===== src/rtl/mchan_cmd_arbiter_if.sv =====
// Command handshake bundle between the MCHAN control front-ends and the command-queue arbiter.
// The slave modport is the arbiter's view; the master modport is the front-end/queue side.
interface mchan_cmd_arbiter_if #(
    parameter int NB_PORTS  = 4,
    parameter int CMD_WIDTH = 64
);
    localparam int PORT_ID_WIDTH = (NB_PORTS == 1) ? 1 : $clog2(NB_PORTS);

    logic [NB_PORTS-1:0]           in_req_i;
    logic [NB_PORTS-1:0]           in_gnt_o;
    logic [NB_PORTS*CMD_WIDTH-1:0] in_data_i;
    logic [NB_PORTS-1:0]           in_lock_i;
    logic                          out_req_o;
    logic                          out_gnt_i;
    logic [CMD_WIDTH-1:0]          out_data_o;
    logic [PORT_ID_WIDTH-1:0]      out_port_o;

    modport slave (
        input  in_req_i, in_data_i, in_lock_i, out_gnt_i,
        output in_gnt_o, out_req_o, out_data_o, out_port_o
    );

    modport master (
        output in_req_i, in_data_i, in_lock_i, out_gnt_i,
        input  in_gnt_o, out_req_o, out_data_o, out_port_o
    );
endinterface


===== src/rtl/mchan_cmd_arbiter.sv =====
// Round-robin command arbiter with lock support and a 1-deep registered output stage.
// Optional feature macro: MCHAN_ARB_STATS_EN enables per-port saturating accept counters.
module mchan_cmd_arbiter #(
    parameter  int NB_PORTS      = 4,
    parameter  int CMD_WIDTH     = 64,
    localparam int PORT_ID_WIDTH = (NB_PORTS == 1) ? 1 : $clog2(NB_PORTS)
) (
    input  logic                     clk_i,
    input  logic                     rst_ni,
    mchan_cmd_arbiter_if.slave       bus,
    output logic                     busy_o,
    input  logic                     stat_clr_i,
    output logic [NB_PORTS*16-1:0]   stat_cnt_o
);
    localparam int SUM_W = PORT_ID_WIDTH + 1;

    typedef enum logic {IDLE, LOCKED} state_e;

    state_e                   state_q, state_d;
    logic [PORT_ID_WIDTH-1:0] ptr_q, ptr_d;
    logic [PORT_ID_WIDTH-1:0] owner_q, owner_d;
    logic                     out_req_q, out_req_d;
    logic [CMD_WIDTH-1:0]     out_data_q, out_data_d;
    logic [PORT_ID_WIDTH-1:0] out_port_q, out_port_d;

    logic [CMD_WIDTH-1:0]     in_data [NB_PORTS];
    logic [NB_PORTS-1:0]      in_gnt;
    logic                     stage_free;
    logic                     win_vld;
    logic [PORT_ID_WIDTH-1:0] win_idx;
    logic [SUM_W-1:0]         cand;
    logic [PORT_ID_WIDTH-1:0] cand_idx;
    logic                     accept;

    for (genvar p = 0; p < NB_PORTS; p++) begin : g_unpack
        assign in_data[p] = bus.in_data_i[p*CMD_WIDTH +: CMD_WIDTH];
    end

    assign stage_free = !out_req_q || bus.out_gnt_i;

    // Winner: locked owner only, otherwise first requester at or after the pointer.
    always_comb begin
        win_vld  = 1'b0;
        win_idx  = '0;
        cand     = '0;
        cand_idx = '0;
        if (state_q == LOCKED) begin
            if (bus.in_req_i[owner_q]) begin
                win_vld = 1'b1;
                win_idx = owner_q;
            end
        end else begin
            for (int i = 0; i < NB_PORTS; i++) begin
                cand = {1'b0, ptr_q} + SUM_W'(i);
                if (cand >= SUM_W'(NB_PORTS)) begin
                    cand = cand - SUM_W'(NB_PORTS);
                end
                cand_idx = cand[PORT_ID_WIDTH-1:0];
                if (!win_vld && bus.in_req_i[cand_idx]) begin
                    win_vld = 1'b1;
                    win_idx = cand_idx;
                end
            end
        end
    end

    always_comb begin
        in_gnt = '0;
        if (stage_free && win_vld) begin
            in_gnt[win_idx] = 1'b1;
        end
    end

    assign accept = |in_gnt;

    always_comb begin
        state_d    = state_q;
        ptr_d      = ptr_q;
        owner_d    = owner_q;
        out_req_d  = out_req_q;
        out_data_d = out_data_q;
        out_port_d = out_port_q;
        if (out_req_q && bus.out_gnt_i) begin
            out_req_d = 1'b0;
        end
        if (accept) begin
            out_req_d  = 1'b1;
            out_data_d = in_data[win_idx];
            out_port_d = win_idx;
            if (bus.in_lock_i[win_idx]) begin
                state_d = LOCKED;
                owner_d = win_idx;
            end else begin
                state_d = IDLE;
                ptr_d   = (win_idx == PORT_ID_WIDTH'(NB_PORTS - 1)) ? '0 : win_idx + 1'b1;
            end
        end
    end

    always_ff @(posedge clk_i or negedge rst_ni) begin
        if (!rst_ni) begin
            state_q    <= IDLE;
            ptr_q      <= '0;
            owner_q    <= '0;
            out_req_q  <= 1'b0;
            out_data_q <= '0;
            out_port_q <= '0;
        end else begin
            state_q    <= state_d;
            ptr_q      <= ptr_d;
            owner_q    <= owner_d;
            out_req_q  <= out_req_d;
            out_data_q <= out_data_d;
            out_port_q <= out_port_d;
        end
    end

    assign bus.in_gnt_o   = in_gnt;
    assign bus.out_req_o  = out_req_q;
    assign bus.out_data_o = out_data_q;
    assign bus.out_port_o = out_port_q;
    assign busy_o         = out_req_q || (state_q == LOCKED) || (|bus.in_req_i);

`ifdef MCHAN_ARB_STATS_EN
    logic [15:0] cnt_q [NB_PORTS];
    logic [15:0] cnt_d [NB_PORTS];

    // Clear takes priority over a same-cycle increment; counters stick at all-ones.
    always_comb begin
        for (int p = 0; p < NB_PORTS; p++) begin
            cnt_d[p] = cnt_q[p];
            if (stat_clr_i) begin
                cnt_d[p] = '0;
            end else if (in_gnt[p] && cnt_q[p] != 16'hFFFF) begin
                cnt_d[p] = cnt_q[p] + 16'd1;
            end
        end
    end

    always_ff @(posedge clk_i or negedge rst_ni) begin
        if (!rst_ni) begin
            for (int p = 0; p < NB_PORTS; p++) begin
                cnt_q[p] <= '0;
            end
        end else begin
            for (int p = 0; p < NB_PORTS; p++) begin
                cnt_q[p] <= cnt_d[p];
            end
        end
    end

    for (genvar p = 0; p < NB_PORTS; p++) begin : g_stat
        assign stat_cnt_o[p*16 +: 16] = cnt_q[p];
    end
`else
    logic unused_stat_clr;
    assign unused_stat_clr = stat_clr_i;
    assign stat_cnt_o      = '0;
`endif
endmodule

===== src/flat_wrapper.sv =====
// flat-port wrapper written by rule: the top's interface ports become plain ports
module mchan_cmd_arbiter_flat 
#(
    parameter  int NB_PORTS      = 4,
    parameter  int CMD_WIDTH     = 64,
    localparam int PORT_ID_WIDTH = (NB_PORTS == 1) ? 1 : $clog2(NB_PORTS)
)
  (clk_i, rst_ni, busy_o, stat_clr_i, stat_cnt_o, bus_in_req_i, bus_in_data_i, bus_in_lock_i, bus_out_gnt_i, bus_in_gnt_o, bus_out_req_o, bus_out_data_o, bus_out_port_o);
  mchan_cmd_arbiter_if #(.NB_PORTS(NB_PORTS), .CMD_WIDTH(CMD_WIDTH)) bus_i ();
  input  logic clk_i;
  input  logic rst_ni;
  output logic busy_o;
  input  logic stat_clr_i;
  output logic [NB_PORTS*16-1:0] stat_cnt_o;
  input wire logic [$bits(bus_i.in_req_i)-1:0] bus_in_req_i;
  input wire logic [$bits(bus_i.in_data_i)-1:0] bus_in_data_i;
  input wire logic [$bits(bus_i.in_lock_i)-1:0] bus_in_lock_i;
  input wire logic [$bits(bus_i.out_gnt_i)-1:0] bus_out_gnt_i;
  output wire logic [$bits(bus_i.in_gnt_o)-1:0] bus_in_gnt_o;
  output wire logic [$bits(bus_i.out_req_o)-1:0] bus_out_req_o;
  output wire logic [$bits(bus_i.out_data_o)-1:0] bus_out_data_o;
  output wire logic [$bits(bus_i.out_port_o)-1:0] bus_out_port_o;
  assign bus_i.in_req_i = bus_in_req_i;
  assign bus_i.in_data_i = bus_in_data_i;
  assign bus_i.in_lock_i = bus_in_lock_i;
  assign bus_i.out_gnt_i = bus_out_gnt_i;
  assign bus_in_gnt_o = bus_i.in_gnt_o;
  assign bus_out_req_o = bus_i.out_req_o;
  assign bus_out_data_o = bus_i.out_data_o;
  assign bus_out_port_o = bus_i.out_port_o;
  mchan_cmd_arbiter #(.NB_PORTS(NB_PORTS), .CMD_WIDTH(CMD_WIDTH)) u_core (.clk_i(clk_i), .rst_ni(rst_ni), .bus(bus_i), .busy_o(busy_o), .stat_clr_i(stat_clr_i), .stat_cnt_o(stat_cnt_o));
endmodule

===== config.mk =====
export PLATFORM = sky130hd
export DESIGN_NAME = mchan_cmd_arbiter_flat
export DESIGN_NICKNAME = d
export VERILOG_FILES = /design/src/rtl/mchan_cmd_arbiter_if.sv /design/src/rtl/mchan_cmd_arbiter.sv /design/src/flat_wrapper.sv
export SDC_FILE = /design/constraint.sdc
export NUM_CORES = 1
export LEC_CHECK = 0
export BUFFER_PORTS_ARGS = -buffer_cell sky130_fd_sc_hd__buf_2
export CAP_MARGIN = 20
export CORE_AREA = 2 2 157 159
export DETAILED_ROUTE_END_ITERATION = 10
export DIE_AREA = 0 0 159 161
export GPL_TIMING_DRIVEN = 0
export PLACE_DENSITY = 0.5
export SLEW_MARGIN = 30
export SYNTH_ARGS = -nofsm -noshare
export SYNTH_HDL_FRONTEND = slang
export SYNTH_SLANG_ARGS = --single-unit

===== constraint.sdc =====
create_clock -name clk_i -period 4.1 [get_ports clk_i]
set_clock_uncertainty 0.05 [all_clocks]
set_input_delay 0.41 -clock clk_i [delete_from_list [all_inputs] [get_ports clk_i]]
set_output_delay 0.41 -clock clk_i [all_outputs]
set_load 0.02 [all_outputs]

### After elaboration in Yosys (flattened, before gate mapping)

Cells that the tools add are included.

| storage, ports and cells | value |
|---|---|
| bits of input ports | 268 |
| output and inout port bits | 136 |
| register bits after elaboration | 72 |

| cells by class | value |
|---|---|
| add/subtract/negate cells | 8 |
| equality and inequality tests | 1 |
| bitwise gates (word level) | 2 |
| $lt $le $gt $ge | 12 |
| reductions and logical operators | 18 |
| muxes and demuxes | 45 |

Operators by type and width:

| operator | number |
|---|---|
| binary-select mux 64 bit (select 2 bit) | 1 |
| 2-to-1 mux 64 bit | 2 |
| 2-to-1 mux 2 bit | 15 |
| 2-to-1 mux 1 bit | 19 |
| < comparator 2 x 3 -> 1 bit (second input constant) | 6 |
| binary-select mux 1 bit (select 2 bit) | 6 |
| greater-or-equal comparator 3 bit (second input constant) | 4 |
| OR reduction 4 bit | 2 |
| subtractor 2 x 1 -> 2 bit (second input constant) | 4 |
| adder 2 x 2 -> 3 bit (second input constant) | 2 |
| logical AND 1 bit | 6 |
| logical NOT 1 bit | 4 |
| 2-to-1 mux 4 bit | 1 |
| AND reduction 2 bit | 2 |
| adder 2 x 1 -> 3 bit (second input constant) | 1 |
| greater-or-equal comparator 2 x 3 -> 1 bit (second input constant) | 1 |
| logical OR 1 bit | 3 |
| inverter 2 -> 3 bit | 1 |
| adder 2 x 1 -> 2 bit (second input constant) | 1 |
| demux 1 bit (select 2 bit) | 1 |
| == test 2 bit (second input constant) | 1 |
| greater-or-equal comparator 2 x 1 -> 1 bit (second input constant) | 1 |
| nonzero test 2 bit | 1 |
| inverter 1 bit | 1 |

### Depth between registers and ports, before layout

| logic depth | value |
|---|---|
| depth after elaboration | 26 |
| depth in mapped cells | 14 |
| gate-level depth less buffers | 9 |

### Least setup slack after synthesis

Ideal clock, no wire load.

| path | value |
|---|---|
| path kind | input-to-reg |
| start point | input bus_in_req_i[0] |
| end point | register u_core.out_data_q[36], in the netlist u_core.bus.out_data_o[36] |
| buffers on the path | 5 |
| arrival | 2.657 ns |
| setup slack | 1.268 ns |
| cell stages on the path | 14 |
| data required time | 3.925 ns |
| path through | nor2b_1 -> o21ba_2 -> o32ai_1 -> buf_2 -> buf_6 -> buf_4 -> inv_1 -> ha_1 -> nor2_1 -> nand2_1 -> nand2_1 -> buf_4 -> buf_6 -> mux2_2 |

| between the ends | value |
|---|---|
| cells in the longest elaborated chain, start to end | 22 |
| elaborated cells on any way between the ends | 43 |
| classes of those cells | order compare: 2; mux: 31; bitwise: 1; reduce/logical: 9 |

Ends and longest elaborated chain:

| what | RTL line | text |
|---|---|---|
| start, declared | flat_wrapper.sv:15 | `input wire logic [$bits(bus_i.in_req_i)-1:0] bus_in_req_i;` |
| binary-select mux 1 bit (select 2 bit) | mchan_cmd_arbiter.sv:59 | `if (!win_vld && bus.in_req_i[cand_idx]) begin` |
| 2-to-1 mux 1 bit (not written as such) | mchan_cmd_arbiter.sv:59 |  |
| 2-to-1 mux 1 bit | mchan_cmd_arbiter.sv:59 |  |
| 2-to-1 mux 1 bit | mchan_cmd_arbiter.sv:47 | `if (state_q == LOCKED) begin` |
| logical NOT 1 bit | mchan_cmd_arbiter.sv:59 |  |
| logical AND 1 bit | mchan_cmd_arbiter.sv:59 |  |
| 2-to-1 mux 1 bit | mchan_cmd_arbiter.sv:59 |  |
| 2-to-1 mux 1 bit | mchan_cmd_arbiter.sv:47 |  |
| [... 7 more ...] | - |  |
| 2-to-1 mux 2 bit (*) | mchan_cmd_arbiter.sv:47 |  |
| named net u_core.win_idx[1] | mchan_cmd_arbiter.sv:30 | `logic [PORT_ID_WIDTH-1:0] win_idx;` |
| < comparator 2 x 3 -> 1 bit (not written as such) / greater-or-equal comparator 2 x 1 -> 1 bit (equally long branches) | mchan_cmd_arbiter.sv:70 | `in_gnt[win_idx] = 1'b1;` |
| logical AND 1 bit (not written as such) | mchan_cmd_arbiter.sv:70 |  |
| 2-to-1 mux 1 bit (not written as such) | mchan_cmd_arbiter.sv:70 |  |
| demux 1 bit (select 2 bit) | - |  |
| 2-to-1 mux 4 bit | mchan_cmd_arbiter.sv:69 | `if (stage_free && win_vld) begin` |
| OR reduction 4 bit | mchan_cmd_arbiter.sv:74 | `assign accept = \|in_gnt;` |
| end signal, assigned | mchan_cmd_arbiter.sv:113 | `out_data_q <= out_data_d;` |
| end, declared | mchan_cmd_arbiter.sv:23 | `logic [CMD_WIDTH-1:0] out_data_q, out_data_d;` |

The timed path passes the listed nets; every way through them passes the cells marked *. The select of a mux whose other input is x is not followed.
A chain may end at the register's enable or synchronous reset.

### Final worst setup path

| path | value |
|---|---|
| start point | register u_core.ptr_q[0] |
| end point | register u_core.out_data_q[37], in the netlist u_core.bus.out_data_o[37] |

| between the ends | value |
|---|---|
| cells in the longest elaborated chain, start to end | 25 |
| elaborated cells on any way between the ends | 58 |
| classes of those cells | add/sub: 7; order compare: 6; mux: 35; bitwise: 1; reduce/logical: 9 |

Ends and longest elaborated chain:

| what | RTL line | text |
|---|---|---|
| start, declared | mchan_cmd_arbiter.sv:20 | `logic [PORT_ID_WIDTH-1:0] ptr_q, ptr_d;` |
| start signal, assigned | mchan_cmd_arbiter.sv:110 | `ptr_q <= ptr_d;` |
| greater-or-equal comparator 2 x 3 -> 1 bit / subtractor 2 x 1 -> 2 bit (equally long branches) | mchan_cmd_arbiter.sv:55, mchan_cmd_arbiter.sv:56 |  |
| 2-to-1 mux 2 bit | mchan_cmd_arbiter.sv:55 | `if (cand >= SUM_W'(NB_PORTS)) begin` |
| 2-to-1 mux 2 bit | mchan_cmd_arbiter.sv:47 |  |
| binary-select mux 1 bit (select 2 bit) | mchan_cmd_arbiter.sv:59 |  |
| 2-to-1 mux 1 bit (not written as such) | mchan_cmd_arbiter.sv:59 |  |
| 2-to-1 mux 1 bit | mchan_cmd_arbiter.sv:59 |  |
| 2-to-1 mux 1 bit | mchan_cmd_arbiter.sv:47 |  |
| logical NOT 1 bit | mchan_cmd_arbiter.sv:59 |  |
| [... 10 more ...] | - |  |
| 2-to-1 mux 2 bit (*) | mchan_cmd_arbiter.sv:47 |  |
| named net u_core.win_idx[1] | mchan_cmd_arbiter.sv:30 |  |
| < comparator 2 x 3 -> 1 bit (not written as such) / greater-or-equal comparator 2 x 1 -> 1 bit (equally long branches) | mchan_cmd_arbiter.sv:70 |  |
| logical AND 1 bit (not written as such) | mchan_cmd_arbiter.sv:70 |  |
| 2-to-1 mux 1 bit (not written as such) | mchan_cmd_arbiter.sv:70 |  |
| demux 1 bit (select 2 bit) | - |  |
| 2-to-1 mux 4 bit | mchan_cmd_arbiter.sv:69 |  |
| OR reduction 4 bit | mchan_cmd_arbiter.sv:74 |  |

Marks and branches as above.

==> flow_summary.toml <==
[final_layout]
diodes = 0
regArea_um2 = 1800
drive_gt1_frac = 0.577
multi_input_area_um2 = 3260
num-fill-cells = 2552
syn_to_final_growth_pct = 48.6
final_nets = 1161

[route]
wl_met3_um = 1400
met1_length_um = 6620
drt-total-wl_um = 17700
dr.first_iter.drc_count = 114
vias = 4856
highest_layer = "met4"
avgViaCountPerCell = 3.98
post_drt_wl_per_cell_um = 14.5
antenna_left = 0
drcViolationCount = 0
dr.pass1.iters = 4
wl_met2_um = 9540

[worst_setup_path]
critPathMaxFanout = 10
crit_family = "buffers and inverters"
crit_path_max_incr_delay_ns = 0.41
worstSetupStartpointType = "flop"
cp_num_buf_inv = 6
arrival_ns = 3.68
crit_path_end_kind = "flop"
path_cells = "nor2b_1, a211oi_1, o32ai_1, buf_2, buf_6, buf_4, inv_1, ha_1, nor2_1, nand2_1, nand2_1, buf_4, buf_6, mux2_2"
crit_slowest_cell = "dfrtp_1"
crit_type = "flop to flop"
crit_required_ns = 4.27

[min_path]
hp-class = "input pin to flop"

[global_routing]
grt_first_pass_wirelength_um = 27200
first_global_vias = 5147
antenna_found_initial = 0
grt-ovfl-total = 0
grt_usage = 0.136
grt_max_degree = 41

[floorplan]
num_rows = 57
start_util = 0.232
fp.dieH_um = 161
io_pins = 404
fp.dieArea_um2 = 25600
core_um2 = 24000
fp.dieW_um = 159

[placement]
hpwl_um = 14600
port_buffers = 338
gp_congestion = 0.772

[power_and_ir_drop]
power.share.sequential = 0.194
power.share.switching = 0.426
p_leak_uw = 0.00451
pwr-share-clk = 0.131
p_total_uw = 6700
pwr-share-comb = 0.674
p_sw_uw = 2850
powerDensity_nw_per_um2 = 812
ir_drop_mv = 0.315
p_int_uw = 3850

[cts]
cts_resized = 0
cts_tree = "done"
clock-root-buffer = "clkbuf_16"
clock_path_buffers = 2
clock_sinks = 72
clock_latency_ns = 0.34
htreeDepth = 3
cts_setup_buffers = 0
cts_made_buffers = 9
cts.clk_slew.worst_paths_ns = 0.06

[synthesis]
ys_ff_latch = 72
yosysUniqueCellTypes = 30
syn-mean-instance-area_um2 = 11.6
synthCells = 477
ys_seq_area_frac = 0.324
synth_warnings = 0
synth_area_um2 = 5550

[sta]
slew_violations = 0
setup_viol_count_final = 0
rsz0062_at_grt = "false"
finalCriticalPeriod_ns = 3.51
finalHoldViolations = 0
period_share = 0.856
max_freq_mhz = 285
tns_ns = 0

[run_status]
outcome = "complete, no violations"

[run]
maxCapViolations = 0
[flip-flops by register name, indices dropped and copies added, names as in the netlist]
register,count
u_core.bus.out_port_o,2
u_core.bus.out_req_o,1
u_core.bus.out_data_o,64
u_core.state_q,1
u_core.owner_q,2
u_core.ptr_q,2
[cells in the mapped netlist]
cell type / count / area share
nor4_4: 1 / 0.0038
buf_2: 12 / 0.011
o22ai_1: 3 / 0.0034
nand2b_1: 3 / 0.0034
mux2_2: 66 / 0.13
a211oi_1: 2 / 0.0027
o21bai_1: 1 / 0.0014
dfrtp_1: 72 / 0.32
o21ai_0: 1 / 0.00090
nor2b_1: 5 / 0.0056
o21a_1: 1 / 0.0014
mux2i_1: 197 / 0.36
and2_1: 2 / 0.0023
a21o_1: 1 / 0.0014
o32a_1: 1 / 0.0018
buf_4: 68 / 0.092
inv_1: 2 / 0.0014
conb_1: 1 / 0.00068
o21ba_2: 1 / 0.0018
a22oi_1: 1 / 0.0014
a32oi_2: 1 / 0.0029
nor2_1: 6 / 0.0041
ha_1: 2 / 0.0045
buf_6: 13 / 0.026
nand2_1: 9 / 0.0061
and3b_1: 1 / 0.0016
a22o_1: 1 / 0.0016
o32ai_1: 1 / 0.0016
nand3b_1: 1 / 0.0014
o21ai_1: 1 / 0.00090
[stage by stage]
stage	cells	setup slack, ns	instance area (um^2)	hold slack, ns	util
3_3_place_gp	1202	0.213	7890	0.426	0.329
4_1_cts	1220	0.412	8260	0.282	0.345
3_5_place_dp	1203	0.222	7910	0.276	0.330
6_report	1220	0.589	8260	0.298	0.345
5_1_grt	1220	0.193	8260	0.307	0.345
2_1_floorplan	540	1.27	5790	0.0644	-
[metal layers]
layer / vias to the layer above / GRT usage
li1: 2420 / -
met1: 2204 / 0.144
met2: 227 / 0.263
met3: 5 / 0.0411
met4: 0 / 0.0293
met5: - / 0
[cell usage in the layout (no fill, tap or decap), types with 3 or more instances in the layout]
master     synthesis  final
buf_2             12    349
mux2i_1          197    197
dfrtp_1           72     72
buf_4             68     68
mux2_2            66     66
conb_1             1     64
buf_6             13     14
nand2_1            9      9
clkbuf_16          0      9
nor2_1             6      6
nor2b_1            5      5
nand2b_1           3      3
o22ai_1            3      3
[tightest hold or removal path, stage by stage]
cell      delay [ns]
buf_2           0.07
nand2b_1        0.11
nand2_1         0.05
[path summary, 6_finish.rpt]
path / start / endpoint / slack, ns / cells after the start
worst max-delay path: u_core.ptr_q[0]$_DFFE_PN0P_ / u_core.bus.out_data_o[37]$_DFFE_PN0P_ / 0.59 / 14
worst min-delay path: bus_out_gnt_i / u_core.bus.out_req_o$_DFFE_PN0P_ / 0.30 / 3
worst max register to register: u_core.ptr_q[0]$_DFFE_PN0P_ / u_core.bus.out_data_o[37]$_DFFE_PN0P_ / 0.59 / 14
worst min register to register: u_core.bus.out_data_o[28]$_DFFE_PN0P_ / u_core.bus.out_data_o[28]$_DFFE_PN0P_ / 0.45 / 1
max in group asynchronous: rst_ni / u_core.bus.out_data_o[19]$_DFFE_PN0P_ / 3.00 / 3
min in group asynchronous: rst_ni / u_core.bus.out_data_o[51]$_DFFE_PN0P_ / 0.46 / 2
[logic make-up after synthesis]
family	count (synthesis)	synth area share
DFF	72	0.324
buffers and inverters	95	0.130
other	1	0.000675
muxes	263	0.489
adders and majority gates	2	0.00450
AOI/OAI and AO/OA	16	0.0230
and+or+nand+nor	28	0.0282
[cell type report]
class	instances	share of cell area
plain buffers	93	0.0868
clock buffers	10	0.0289
well taps	324	0.0491
inverters	2	0.000909
multi-input cells	373	0.395
flip-flops and latches	72	0.218
clock inverters	6	0.0112
repair buffers	340	0.209
[power by group through the flow]
stage	combinational [uW]	clock, uW	sequential [uW]
2_1_floorplan	2970	0	1730
3_3_place_gp	4620	0	1300
3_5_place_dp	4640	0	1310
4_1_cts	4640	925	1310
5_1_grt	4920	957	1360
6_report	4520	879	1300
[what timing repair did]
| action | CTS | global route |
|---|---|---|
| hold endpoints to repair | 32 | 0 |
| hold buffers | 1 | 0 |
| setup endpoints to repair | 0 | 0 |
Note: power is estimated with default switching activity, not from simulation.
